--- config.mk ---
export PLATFORM = sky130hd
export DESIGN_NAME = enemy_wave_sequencer
export DESIGN_NICKNAME = d
export VERILOG_FILES = /design/src/rtl/enemy_wave_sequencer.sv
export SDC_FILE = /design/constraint.sdc
export NUM_CORES = 1
export LEC_CHECK = 0
export BUFFER_PORTS_ARGS = -buffer_cell sky130_fd_sc_hd__buf_2
export CAP_MARGIN = 20
export CORE_MARGIN = 4
export CORE_UTILIZATION = 58
export CTS_BUF_LIST = sky130_fd_sc_hd__clkbuf_8
export CTS_CLUSTER_SIZE = 16
export DETAILED_ROUTE_END_ITERATION = 8
export PLACE_DENSITY = 0.82
export SYNTH_ARGS = -nofsm -noshare
export SYNTH_HDL_FRONTEND = slang
export SYNTH_SLANG_ARGS = --single-unit
--- constraint.sdc ---
create_clock -name frame_clk -period 6.4 [get_ports frame_clk]
set_clock_uncertainty 0.2 [all_clocks]
set_input_delay 0.64 -clock frame_clk [delete_from_list [all_inputs] [get_ports frame_clk]]
set_output_delay 0.64 -clock frame_clk [all_outputs]
set_load 0.02 [all_outputs]
--- src/rtl/enemy_wave_sequencer.sv ---
`default_nettype none
// ============================================================================
// Module   : enemy_wave_sequencer
// Brief    : Per-frame wave controller. Drives the enemy schedule index and the
//            alive mask, counts kills, and sequences the idle, intro, run,
//            clear and halt phases.
// Revision : 1.0 - initial release
// ============================================================================
module enemy_wave_sequencer #(
  parameter int NE           = 8,
  parameter int NM           = 16,
  parameter int STEP_FRAMES  = 4,
  parameter int INTRO_FRAMES = 60,
  parameter int CLEAR_FRAMES = 120
) (
  input  logic          frame_clk,
  input  logic          Reset,
  input  logic          Start,
  input  logic          PlayerDead,
  input  logic [NE-1:0] EShipColl,
  output logic [9:0]    ESchedCtr,
  output logic [NE-1:0] EAlive,
  output logic          WaveActive,
  output logic [3:0]    WaveNum,
  output logic          WaveCleared,
  output logic [15:0]   KillCount,
  output logic [2:0]    State
);

  localparam int c_PHASE_MAX = (INTRO_FRAMES > CLEAR_FRAMES) ? INTRO_FRAMES : CLEAR_FRAMES;
  localparam int c_PHASE_W   = (c_PHASE_MAX > 1) ? $clog2(c_PHASE_MAX) : 1;
  localparam int c_STEP_W    = (STEP_FRAMES > 1) ? $clog2(STEP_FRAMES) : 1;
  localparam int c_CNT_W     = $clog2(NE + 1);

  localparam logic [c_PHASE_W-1:0] c_INTRO_LAST = c_PHASE_W'(INTRO_FRAMES - 1);
  localparam logic [c_PHASE_W-1:0] c_CLEAR_LAST = c_PHASE_W'(CLEAR_FRAMES - 1);
  localparam logic [c_PHASE_W-1:0] c_PHASE_ONE  = c_PHASE_W'(1);
  localparam logic [c_STEP_W-1:0]  c_STEP_LAST  = c_STEP_W'(STEP_FRAMES - 1);
  localparam logic [c_STEP_W-1:0]  c_STEP_ONE   = c_STEP_W'(1);
  localparam logic [9:0]           c_SCHED_LAST = 10'(NM - 1);

  typedef enum logic [2:0] {
    S_IDLE  = 3'd0,
    S_INTRO = 3'd1,
    S_RUN   = 3'd2,
    S_CLEAR = 3'd3,
    S_HALT  = 3'd4
  } state_t;

  state_t                r_state, w_stateNext;
  logic [c_PHASE_W-1:0]  r_phaseCnt, w_phaseNext;
  logic [c_STEP_W-1:0]   r_stepCnt, w_stepNext;
  logic [9:0]            w_schedNext;
  logic [NE-1:0]         w_aliveNext, w_aliveAfter, w_hits;
  logic [3:0]            w_waveNumNext;
  logic [15:0]           w_killNext, w_killSat;
  logic [16:0]           w_killSum;
  logic [c_CNT_W-1:0]    w_hitCount;
  logic                  w_clearedNext;

  assign State = r_state;

  always_ff @(posedge frame_clk or posedge Reset) begin
    if (Reset) begin
      r_state     <= S_IDLE;
      r_phaseCnt  <= '0;
      r_stepCnt   <= '0;
      ESchedCtr   <= '0;
      EAlive      <= '0;
      WaveActive  <= 1'b0;
      WaveNum     <= '0;
      WaveCleared <= 1'b0;
      KillCount   <= '0;
    end else begin
      r_state     <= w_stateNext;
      r_phaseCnt  <= w_phaseNext;
      r_stepCnt   <= w_stepNext;
      ESchedCtr   <= w_schedNext;
      EAlive      <= w_aliveNext;
      WaveActive  <= (w_stateNext == S_RUN);
      WaveNum     <= w_waveNumNext;
      WaveCleared <= w_clearedNext;
      KillCount   <= w_killNext;
    end
  end

  always_comb begin
    w_hits       = EShipColl & EAlive;
    w_aliveAfter = EAlive & ~EShipColl;
    w_hitCount   = '0;
    for (int i = 0; i < NE; i++) begin
      w_hitCount = w_hitCount + c_CNT_W'(w_hits[i]);
    end
    w_killSum = {1'b0, KillCount} + 17'(w_hitCount);
    w_killSat = w_killSum[16] ? 16'hFFFF : w_killSum[15:0];

    w_stateNext   = r_state;
    w_phaseNext   = r_phaseCnt;
    w_stepNext    = r_stepCnt;
    w_schedNext   = ESchedCtr;
    w_aliveNext   = EAlive;
    w_waveNumNext = WaveNum;
    w_killNext    = KillCount;
    w_clearedNext = 1'b0;

    case (r_state)
      S_IDLE: begin
        if (Start) begin
          w_stateNext   = S_INTRO;
          w_phaseNext   = '0;
          w_waveNumNext = '0;
          w_killNext    = '0;
        end
      end
      S_INTRO: begin
        if (r_phaseCnt == c_INTRO_LAST) begin
          w_stateNext = S_RUN;
          w_aliveNext = '1;
          w_schedNext = '0;
          w_stepNext  = '0;
        end else begin
          w_phaseNext = r_phaseCnt + c_PHASE_ONE;
        end
      end
      S_RUN: begin
        w_aliveNext = w_aliveAfter;
        w_killNext  = w_killSat;
        // A player death outranks a wave clear landing on the same frame.
        if (PlayerDead) begin
          w_stateNext = S_HALT;
        end else if (w_aliveAfter == '0) begin
          w_stateNext   = S_CLEAR;
          w_phaseNext   = '0;
          w_clearedNext = 1'b1;
          w_waveNumNext = WaveNum + 4'd1;
        end else if (r_stepCnt == c_STEP_LAST) begin
          w_stepNext  = '0;
          w_schedNext = (ESchedCtr == c_SCHED_LAST) ? 10'd0 : ESchedCtr + 10'd1;
        end else begin
          w_stepNext = r_stepCnt + c_STEP_ONE;
        end
      end
      S_CLEAR: begin
        w_aliveNext = '0;
        if (r_phaseCnt == c_CLEAR_LAST) begin
          w_stateNext = S_RUN;
          w_aliveNext = '1;
          w_schedNext = '0;
          w_stepNext  = '0;
        end else begin
          w_phaseNext = r_phaseCnt + c_PHASE_ONE;
        end
      end
      S_HALT: begin
        if (Start) begin
          w_stateNext   = S_INTRO;
          w_phaseNext   = '0;
          w_waveNumNext = '0;
          w_killNext    = '0;
          w_aliveNext   = '0;
          w_schedNext   = '0;
        end
      end
      default: begin
        w_stateNext = S_IDLE;
      end
    endcase
  end

endmodule
`default_nettype wire

; Yosys cells after proc, flatten, opt, wreduce, memory -nomap -nowiden
; Cells that the tools add are included.
[totals]
register_bits = 52
input_bits = 12
wordCells = 96
[classes]
n_addsub = 12
n_eq_ne = 19
muxes = 40
bitwise_logic = 3
n_reduce_logical = 13
[op_table]
columns = op, count
row1 = $mux 10, 7
row2 = $pmux 10 s4, 1
row3 = $mux 7, 5
row4 = $mux 16, 2
row5 = $pmux 16 s2, 1
row6 = $pmux 8 s4, 1
row7 = $pmux 7 s4, 1
row8 = $mux 8, 3
row9 = $ne 2x2->1 const B, 9
row10 = $add 16x4->17, 1
row11 = $add 4x1->4, 4
row12 = $and 8x8->8, 2
row13 = $mux 3, 5
row14 = $mux 4, 3
row15 = $pmux 3 s4, 1
row16 = $add 10x1->10 const B, 1
row17 = $eq 10x4->1 const B, 1
row18 = $mux 2, 5
row19 = $eq 3x2->1 const B, 3
row20 = $logic_not 8->1, 1
row21 = $not 8->8, 1
row22 = $pmux 4 s2, 1
row23 = $reduce_bool 4->1, 2
row24 = $add 7x1->7 const B, 1
row25 = 23 further kinds, 25

; Depth between registers and ports, before layout
[depth]
word_depth = 11
ltp_mapped = 14
mapped_depth_nobuf = 14

; Least setup slack after synthesis
; Ideal clock, no wire load.
[synth_timing]
path_kind = input -> register
startpoint = input EShipColl[0]
endpoint = register KillCount[8]
arrival_ps = 4115
required_ps = 6061
slack_ps = 1946
path_stages = 14
cell_sequence = and2_1 fa_1 inv_1 fa_1 inv_1 fa_1 fa_1 fa_1 a21o_1 a21oi_1 nor3_1 and3_1 o21ai_0 a31oi_1
[synth_between]
elab_chain_len = 11
[synth_lines]
columns = element, line_no
row1 = from (decl), 20  ; input logic [NE-1:0] EShipColl,
row2 = $and 8x8->8, 88  ; w_hits = EShipColl & EAlive;
row3 = $add 1x1->2, 92  ; w_hitCount = w_hitCount + c_CNT_W'(w_hits[i]);
row4 = $add 2x1->3, 92
row5 = $add 3x1->4, 92
row6 = $add 4x1->4 (4 in series), 92
row7 = $add 16x4->17, 94  ; w_killSum = {1'b0, KillCount} + 17'(w_hitCount);
row8 = $mux 16, 95  ; w_killSat = w_killSum[16] ? 16'hFFFF : w_killSum[15:0];
row9 = $pmux 16 s2, 106  ; case (r_state)
row10 = to (signal assigned), 83  ; KillCount <= w_killNext;
row11 = to (decl), 26  ; output logic [15:0] KillCount,
; Every way passes these cells.
; A chain may end at the register's enable or synchronous reset.

; Final worst setup path
[layout_timing]
startpoint = input EShipColl[0]
endpoint = register KillCount[11]
; The elaborated chain is that of the path after synthesis.

==> results.md <==
- Setup-failing EPs final: 0
- Layout cell share with drive strength beyond 1: 21.9%
- Initial core utilization: 59.8%
- Longest Clk Path Bufs: 2
- Sequential share of the synthesized area: roughly 42%
- Register-to-register setup slack: just under 2 ns
- Slew HR: approximately 44%
- H-tree Lvls: 2
- Detailed Place HPWL: roughly 4900 µm
- Top cells by area, synth: dfrtp_1 42%, o21ai_0 4.2%, ha_1 4.1%
- Crit path max fanout: 5
- Yosys reg bits: 52
- Mapped Cells: 320
- # hold bufs at CTS: 0
- Met1 Wirelength: 3010 µm
- Synth top area share: 42.3%
- Core area: ~5100 µm²
- Largest net degree at the start of global routing: 53
- Status: finished clean
- Synthesized area per cell: 9.61 µm²
- DR pass1 iterations: 4
- Post-synthesis net count: 347
- Synth area leader: dfrtp_1
- DR vias/cell: ~5.9
- Setup TNS: 0 ns
- Routed length on met2: 3140 µm
- First-pass GRT wire length: 11,800 µm
- Maximum vdd drop: approximately 0.00022 V
- Diodes inserted: 0
- PD cells: 304 nW/µm²
- Distinct cells, synth: 56
- Worst-Skew Late Latency: 0.30 ns
- Layout net count: 402
- Final wirelength: 6660 µm
- First DRT Iteration DRCs: 161
- Fin. Hold Viols: 0
- R2R depth: 13
- Clk root buf: clkbuf_8
- DRT antenna net count: 0
- GR Util All Layers: 22.6%
- Die Span X: 80.8 µm
- Max-Cap Viols: 0
- Post-synth ARST share: 100%
- Gp weighted congestion: ~0.82
- Leak: between 1.5 and 2 nW
- Clock Sinks: 52
- Worst setup SP type: input pin
- IO buf count: 54
- RSZ-0062 raised after global routing: no
- WL/cell: 15.0 µm
- Crit. End Element: flip-flop
- Syn Std Cell Area: 3080 µm²
- Initial antenna violation count: 0
- DR WL met3: ~390 µm
- DRC: 0
- Die Ht: 80.8 µm
- Max Used Layer: met4
- Max Slew Vio Count: 0
- Tightest Pin Transition: 0.824 ns
- Top FF cell, synth: dfrtp_1
- DR vias: 2,615
- Grt total ovfl: 0
- CP Data Arrival Time: 4.45 ns
- Ys Warns: 0
- Standard-cell rows: 26
- CTS Buf Count: 5
- Final worst path period need: 4.48 ns
- Number of setup buffers added after CTS: 0
- Die area: 6530 µm²
- EDFF count, synth: 0
- Worst Path Class, Setup: in2reg
- Type of the tightest min-delay check: in2async
- Pwr Total: 0.00106 W
- Number of global-route vias before repair: about 2,500
- # resized after CTS: 0
- Post-route clock period utilization: a little over two thirds
- # IOs: 55
- Clock transition at path regs: 0.09 ns
- CP Data Required Time: between 6 and 7 ns
- Area Growth Syn to Fin: 13.7%
- CTS tree: yes
- Fmax achieved: 0.223 GHz
[per-stage QoR]
| step | util [%] | hold slack, ns | setup slack [ns] | area [µm²] | std cells |
|---|---|---|---|---|---|
| 2_1_floorplan | - | 0.260 | 1.95 | 3080 | 320 |
| 3_3_place_gp | 66.1 | 0.280 | 1.67 | 3400 | 437 |
| 3_5_place_dp | 66.1 | 0.294 | 1.61 | 3400 | 437 |
| 4_1_cts | 67.6 | 0.303 | 1.93 | 3480 | 444 |
| 5_1_grt | 68.0 | 0.0340 | 1.68 | 3500 | 445 |
| 6_report | 68.0 | 0.0306 | 1.92 | 3500 | 445 |
[cell usage in the layout, fill, tap and decap left out, types with 6 or more instances in the layout]
master	instances
nor3_1	9
and3_1	7
ha_1	10
nand4_1	7
nand2_1	18
a21oi_1	20
o21ai_1	9
inv_1	17
nor2b_1	7
a21o_1	11
nand3_1	11
o21ai_0	26
and2_1	10
a31oi_1	8
dfrtp_1	52
nor2_1	26
nand2b_1	6
buf_2	54
[synthesized netlist by cell type, types with 2 or more instances]
| master | n |
|---|---|
| or4b_1 | 2 |
| nand3b_1 | 3 |
| and3_1 | 7 |
| a311oi_1 | 3 |
| inv_1 | 17 |
| nor2b_1 | 7 |
| o2bb2ai_1 | 2 |
| dfrtp_1 | 52 |
| o21ai_2 | 2 |
| o41ai_2 | 2 |
| clkbuf_1 | 4 |
| o31ai_1 | 3 |
| o21ai_1 | 9 |
| nor2_1 | 26 |
| nand2_1 | 18 |
| buf_2 | 3 |
| nand4_1 | 7 |
| nor3_2 | 2 |
| nand2b_1 | 6 |
| nor3_1 | 9 |
| fa_1 | 5 |
| a2111oi_4 | 2 |
| xor2_1 | 4 |
| a21o_1 | 11 |
| nand3_1 | 11 |
| and2_1 | 10 |
| a31oi_1 | 8 |
| nor2b_4 | 2 |
| a21oi_1 | 20 |
| ha_1 | 10 |
| o21ai_0 | 26 |
| mux2i_1 | 3 |
[cells by family after synthesis]
kind of cell / synth area share [%]
buffers and inverters: 3.66
AND/OR/NAND/NOR: 21.5
adder cells (fa/ha/maj): 7.32
flip-flops: 42.3
XOR/XNOR: 1.42
AO/OA/AOI/OAI: 22.3
multiplexers: 1.46
[report_power, final]
| group | internal (W) | switching (W) | total (W) |
|---|---|---|---|
| Combinational | 0.000162 | 0.000276 | 0.000438 |
| Sequential | 0.000383 | 0.0000672 | 0.000450 |
| Clock | 0.0000730 | 0.000101 | 0.000174 |
| Total | 0.000618 | 0.000444 | 0.00106 |
[critical path: stages]
cell and delay, ns:
buf_2 0.11, and2_1 0.17, fa_1 0.51, inv_1 0.06, fa_1 0.54, inv_1 0.06, fa_1 0.50, fa_1 0.48
fa_1 0.42, a21o_1 0.21, a21o_1 0.19, nand4_1 0.20, and2_1 0.25, a311oi_1 0.12
[registers in the layout, indices dropped and copies added (netlist names)]
| signal | flops |
|---|---|
| EAlive | 8 |
| ESchedCtr | 10 |
| KillCount | 16 |
| State | 3 |
| WaveActive | 1 |
| WaveCleared | 1 |
| WaveNum | 4 |
| r_phaseCnt | 7 |
| r_stepCnt | 2 |
[worst paths after layout]
check	startpoint	endpoint
max	EShipColl[0]	KillCount[11]$_DFFE_PP0P_
min	Reset	EAlive[1]$_DFFE_PP0P_
max reg2reg	EAlive[0]$_DFFE_PP0P_	KillCount[11]$_DFFE_PP0P_
min reg2reg	r_phaseCnt[0]$_DFFE_PP0P_	r_phaseCnt[0]$_DFFE_PP0P_
max in group asynchronous	Reset	r_phaseCnt[6]$_DFFE_PP0P_
min in group frame_clk	r_phaseCnt[0]$_DFFE_PP0P_	r_phaseCnt[0]$_DFFE_PP0P_
[metal layers]
layer / GRT usage [%] / vias up
li1: - / 1263
met1: 32.0 / 1258
met2: 35.9 / 82
met3: 3.66 / 12
met4: 6.76 / 0
met5: 0 / -
[layout make-up]
class	count	area, µm²
Clock buffer	5	68.8
Clock inverter	2	8.76
Fill cell	444	1640
Inverter	17	63.8
Multi-Input combinational cell	242	1660
Sequential cell	52	1300
Tap cell	70	87.6
Timing Repair Buffer	57	305
(Power assumes the default switching activity.)
